[config.mk]
export PLATFORM = sky130hd
export DESIGN_NAME = if_fetch_stage
export DESIGN_NICKNAME = d
export VERILOG_FILES = /design/src/rtl/mips_pipe_pkg.sv /design/src/rtl/if_id_reg.sv /design/src/rtl/if_fetch_stage.sv
export SDC_FILE = /design/constraint.sdc
export NUM_CORES = 1
export LEC_CHECK = 0
export ABC_AREA = 1
export CAP_MARGIN = 20
export CORE_MARGIN = 10
export CORE_UTILIZATION = 46
export DETAILED_ROUTE_END_ITERATION = 10
export PLACE_DENSITY = 0.95
export SETUP_SLACK_MARGIN = 0.5
export SLEW_MARGIN = 25
export SYNTH_ARGS = -nofsm -noshare
export SYNTH_HDL_FRONTEND = slang
export SYNTH_SLANG_ARGS = --single-unit
[constraint.sdc]
create_clock -name clk -period 3.2 [get_ports clk]
set_input_delay 0.64 -clock clk [delete_from_list [all_inputs] [get_ports clk]]
set_output_delay 0.64 -clock clk [all_outputs]
set_load 0.005 [all_outputs]
[src/rtl/mips_pipe_pkg.sv]
`default_nettype none
// =============================================================================
// Module   : mips_pipe_pkg
// Brief    : Shared pipeline constants and IF/ID bundle layout.
// Revision : 1.0
// =============================================================================
package mips_pipe_pkg;

    localparam logic [31:0] NOP_INSTR  = 32'h0;
    localparam int unsigned WORD_BYTES = 4;

    // IF/ID bundle: {instr, pc_plus4, valid}, valid at bit 0.
    localparam int unsigned IFID_W            = 65;
    localparam int unsigned IFID_VALID_BIT    = 0;
    localparam int unsigned IFID_PC_PLUS4_LSB = 1;
    localparam int unsigned IFID_INSTR_LSB    = 33;

    function automatic logic [IFID_W-1:0] ifid_pack(
        input logic [31:0] instr,
        input logic [31:0] pc_plus4,
        input logic        valid
    );
        return {instr, pc_plus4, valid};
    endfunction

endpackage
`default_nettype wire

[src/rtl/if_id_reg.sv]
`default_nettype none
// =============================================================================
// Module   : if_id_reg
// Brief    : IF/ID pipeline register with hold, bubble and load controls.
// Revision : 1.0
// =============================================================================
module if_id_reg
    import mips_pipe_pkg::*;
(
    input  logic              clk,
    input  logic              reset,
    input  logic              hold_i,
    input  logic              bubble_i,
    input  logic [31:0]       instr_i,
    input  logic [31:0]       pc_plus4_i,
    output logic [IFID_W-1:0] if_id_o
);

    logic [IFID_W-1:0] if_id_q;

    // Hold outranks bubble so a stalled ID stage never loses its instruction.
    always_ff @(posedge clk) begin
        if (reset) begin
            if_id_q <= ifid_pack(NOP_INSTR, 32'h0, 1'b0);
        end else if (hold_i) begin
            if_id_q <= if_id_q;
        end else if (bubble_i) begin
            if_id_q <= ifid_pack(NOP_INSTR, 32'h0, 1'b0);
        end else begin
            if_id_q <= ifid_pack(instr_i, pc_plus4_i, 1'b1);
        end
    end

    assign if_id_o = if_id_q;

endmodule
`default_nettype wire

[src/rtl/if_fetch_stage.sv]
`default_nettype none
// =============================================================================
// Module   : if_fetch_stage
// Brief    : MIPS IF stage: PC, redirect priority mux, IF/ID register.
//            Optional perf counters enabled by macro IF_PERF_CNT_EN.
// Revision : 1.0
// =============================================================================
module if_fetch_stage
    import mips_pipe_pkg::*;
#(
    parameter logic [31:0] RESET_PC = 32'h0040_0000,
    parameter logic [31:0] PC_STEP  = 32'(WORD_BYTES)
) (
    input  logic        clk,
    input  logic        reset,
    input  logic        stall,
    input  logic        flush,
    input  logic        branch_taken,
    input  logic [31:0] branch_target,
    input  logic        jump_en,
    input  logic [31:0] jump_target,
    output logic [31:0] imem_addr,
    input  logic [31:0] imem_rdata,
    output logic [31:0] if_id_instr,
    output logic [31:0] if_id_pc_plus4,
`ifdef IF_PERF_CNT_EN
    output logic [31:0] perf_fetch_cnt,
    output logic [31:0] perf_bubble_cnt,
`endif
    output logic        if_id_valid
);

    logic [31:0]       pc_q;
    logic [31:0]       pc_d;
    logic [31:0]       pc_plus4;
    logic              hold;
    logic              bubble;
    logic [IFID_W-1:0] if_id_bus;

    assign pc_plus4  = pc_q + PC_STEP;
    assign imem_addr = pc_q;

    // The branch in EX is older than the stalled instruction, so it beats stall.
    always_comb begin
        pc_d   = pc_q;
        hold   = 1'b0;
        bubble = 1'b0;
        if (branch_taken) begin
            pc_d   = branch_target;
            bubble = 1'b1;
        end else if (stall) begin
            hold   = 1'b1;
        end else if (jump_en) begin
            pc_d   = jump_target;
            bubble = 1'b1;
        end else if (flush) begin
            pc_d   = pc_plus4;
            bubble = 1'b1;
        end else begin
            pc_d   = pc_plus4;
        end
    end

    always_ff @(posedge clk) begin
        if (reset) begin
            pc_q <= RESET_PC;
        end else begin
            pc_q <= pc_d;
        end
    end

    if_id_reg u_if_id_reg (
        .clk        (clk),
        .reset      (reset),
        .hold_i     (hold),
        .bubble_i   (bubble),
        .instr_i    (imem_rdata),
        .pc_plus4_i (pc_plus4),
        .if_id_o    (if_id_bus)
    );

    assign if_id_instr    = if_id_bus[IFID_INSTR_LSB +: 32];
    assign if_id_pc_plus4 = if_id_bus[IFID_PC_PLUS4_LSB +: 32];
    assign if_id_valid    = if_id_bus[IFID_VALID_BIT];

`ifdef IF_PERF_CNT_EN
    logic [31:0] fetch_cnt_q;
    logic [31:0] bubble_cnt_q;

    always_ff @(posedge clk) begin
        if (reset) begin
            fetch_cnt_q  <= 32'h0;
            bubble_cnt_q <= 32'h0;
        end else begin
            if (!hold && !bubble) begin
                fetch_cnt_q <= fetch_cnt_q + 32'd1;
            end
            if (bubble) begin
                bubble_cnt_q <= bubble_cnt_q + 32'd1;
            end
        end
    end

    assign perf_fetch_cnt  = fetch_cnt_q;
    assign perf_bubble_cnt = bubble_cnt_q;
`endif

endmodule
`default_nettype wire

==> results.yml <==
yosys:
  seq_area_frac_synth: 0.420
  syn_nets: 769
  synthCells: 666
  ys_types: 25
  yosys_warnings: 0
  synth_area_mm2: 0.00463
  synth_seq_cells: 97
  postSynthAreaPerCell_um2: 6.95
grt:
  grt_remaining_overflow: 0
  grt_usage: 0.226
  first_global_vias: 5234
  antenna_found_initial: 0
  grt_max_degree: 68
  grt_pass1_wl_mm: 26.9
detailed_routing:
  drt_wl_total_mm: 17.0
  via_count: 5298
  vias_per_cell: 5.38
  antenna_left: 0
  wl_per_cell_um: 17.3
  route.detailed.drc: 0
  firstDrtPassIters: 6
  drt_iter0_markers: 427
sta:
  hold_viol: 0
  period_share: 0.663
  setup_slack_ps: 1080
  period_minus_slack_ps: 2120
  skew_ps: 14.5
  max_freq_mhz: 471
  rsz0062_at_grt: "no"
  setup_violations: 0
  tns_ps: 0
  worst_slew_pin_slew_ps: 826
  hold_ws_ps: 468
  drv_slew: 0
  slew_headroom: 0.449
layout:
  area_delta_synth_final_pct: 48.5
  finalNetCount: 950
  mostFrequentLayoutCells: "nand2_1 (249), clkdlybuf4s50_1 (197), a21oi_1 (98)"
  diodes: 0
  drive_gt1_frac: 0.0505
  mostFrequentLayoutCell: "nand2_1"
  fillCellCount: 769
clock_tree:
  cts_setup_buffers: 0
  clock-sinks: 97
  cts_made_buffers: 9
  cts_tree: "yes"
  cts_max_level: 3
  root_buffer: "clkbuf_8"
  clk_pin_slew_ps: 100
  clk_path_buf_depth: 2
  ctsHoldBuffers: 0
  clk_latency_ps: 380
  ctsResizeCount: 0
critical_path:
  r2r_cells: 7
  start_kind: "primary input"
  path_class: "in -> reg"
  cp.arrival_ps: 2420
  path_max_fanout: 40
  cp-end-kind: "flop"
  cp.required_ps: 3500
power_and_ir_drop:
  p_per_area_mw_per_mm2: 384
  cellLeakagePower_nw: 2.39
  ir_drop_mv: 0.238
worst_hold_path:
  hold_class: "reg -> reg"
  min_path_cells: 2
floorplan:
  die_area_mm2: 0.0145
  dieHeight_um: 120
  core-area_mm2: 0.00977
  chipWidth_um: 120
  rows: 36
  pin_count: 199
  initial_core_util: 0.474
place:
  hpwl_mm: 12.9
  numPortBuffers: 198
  place_congestion: 0.932
  place_ws_ps: 701
run:
  drv_cap: 0
status:
  outcome: "complete, no violations"
==> routing by layer <==
| layer | up-vias | track usage | share of wire | routed length (µm) |
|---|---|---|---|---|
| met4 | 0 | 0.0860 | 0.026 | 437 |
| met2 | 252 | 0.388 | 0.49 | 8250 |
| met3 | 37 | 0.0717 | 0.093 | 1590 |
| li1 | 2552 | - | - | - |
| met1 | 2457 | 0.256 | 0.40 | 6720 |
| met5 | - | 0 | 0 | 0 |
==> layout make-up <==
type / instances / area, µm² / area share
flip-flops and latches: 97 / 1940 / 0.283
clock buffers: 10 / 138 / 0.0200
clock inverters: 6 / 80.1 / 0.0117
inverters: 31 / 116 / 0.0169
well taps: 133 / 166 / 0.0242
multi-input cells: 498 / 2360 / 0.344
repair buffers: 210 / 2070 / 0.301
==> final timing paths <==
check	to	start	slack, ps
min reg2reg	u_if_id_reg.if_id_o[11]	u_if_id_reg.if_id_o[11]	470
max reg2reg	u_if_id_reg.if_id_o[17]	imem_addr[3]	1280
max	imem_addr[2]	stall	1080
min	u_if_id_reg.if_id_o[11]	u_if_id_reg.if_id_o[11]	470
==> cell families after synthesis <==
logic type | share of synthesized area
and+or+nand+nor | 0.280
DFF | 0.420
AOI/OAI and AO/OA | 0.198
buffers and inverters | 0.0714
adders and majority gates | 0.00270
xor gates and xnor gates | 0.0284
==> worst max-delay path, stage by stage <==
cell and delay (ps):
clkdlybuf4s50_1 540, inv_1 90, nor2_4 100, buf_4 360
buf_4 410, a21oi_1 90, a31oi_1 170
==> sequential cells by signal (all words and copies together) (netlist names) <==
name                 cells
u_if_id_reg.if_id_o     65
imem_addr               32
==> power breakdown <==
part	internal [mW]	switching (mW)	total, mW
clock network	0.402	0.486	0.888
registers	1.25	0.0548	1.30
logic	0.246	0.200	0.446
==> cells in the mapped netlist <==
cell type  number  share of area
xnor2_1         8          0.015
dfxtp_1        97           0.42
o21ai_0        32          0.035
inv_1          30          0.024
a21oi_1        98           0.11
nand2_2         2         0.0027
nor3_4          1         0.0035
buf_6           7          0.017
a211oi_1        2         0.0032
a22o_1          1         0.0019
nor2_2          4         0.0054
nor2_4          4         0.0097
nand3b_1        5         0.0081
clkbuf_1       20          0.016
buf_2           9         0.0097
nand2_1       249           0.20
a31oi_1         5         0.0068
ha_1            1         0.0027
inv_2           1        0.00081
nor2_1         41          0.033
or2_2           1         0.0014
buf_1           4         0.0032
xor2_1          7          0.013
a221oi_1       24          0.045
nand3_1        13          0.014
==> through the flow <==
step	util	std cells	power, mW	cell area [µm²]
2_1_floorplan	-	666	1.50	4630
3_3_place_gp	0.681	969	1.76	6660
3_5_place_dp	0.681	969	1.77	6660
4_1_cts	0.703	985	2.63	6870
5_1_grt	0.703	985	2.72	6870
6_report	0.703	985	2.64	6870
Note: power is estimated with default switching activity, not from simulation.
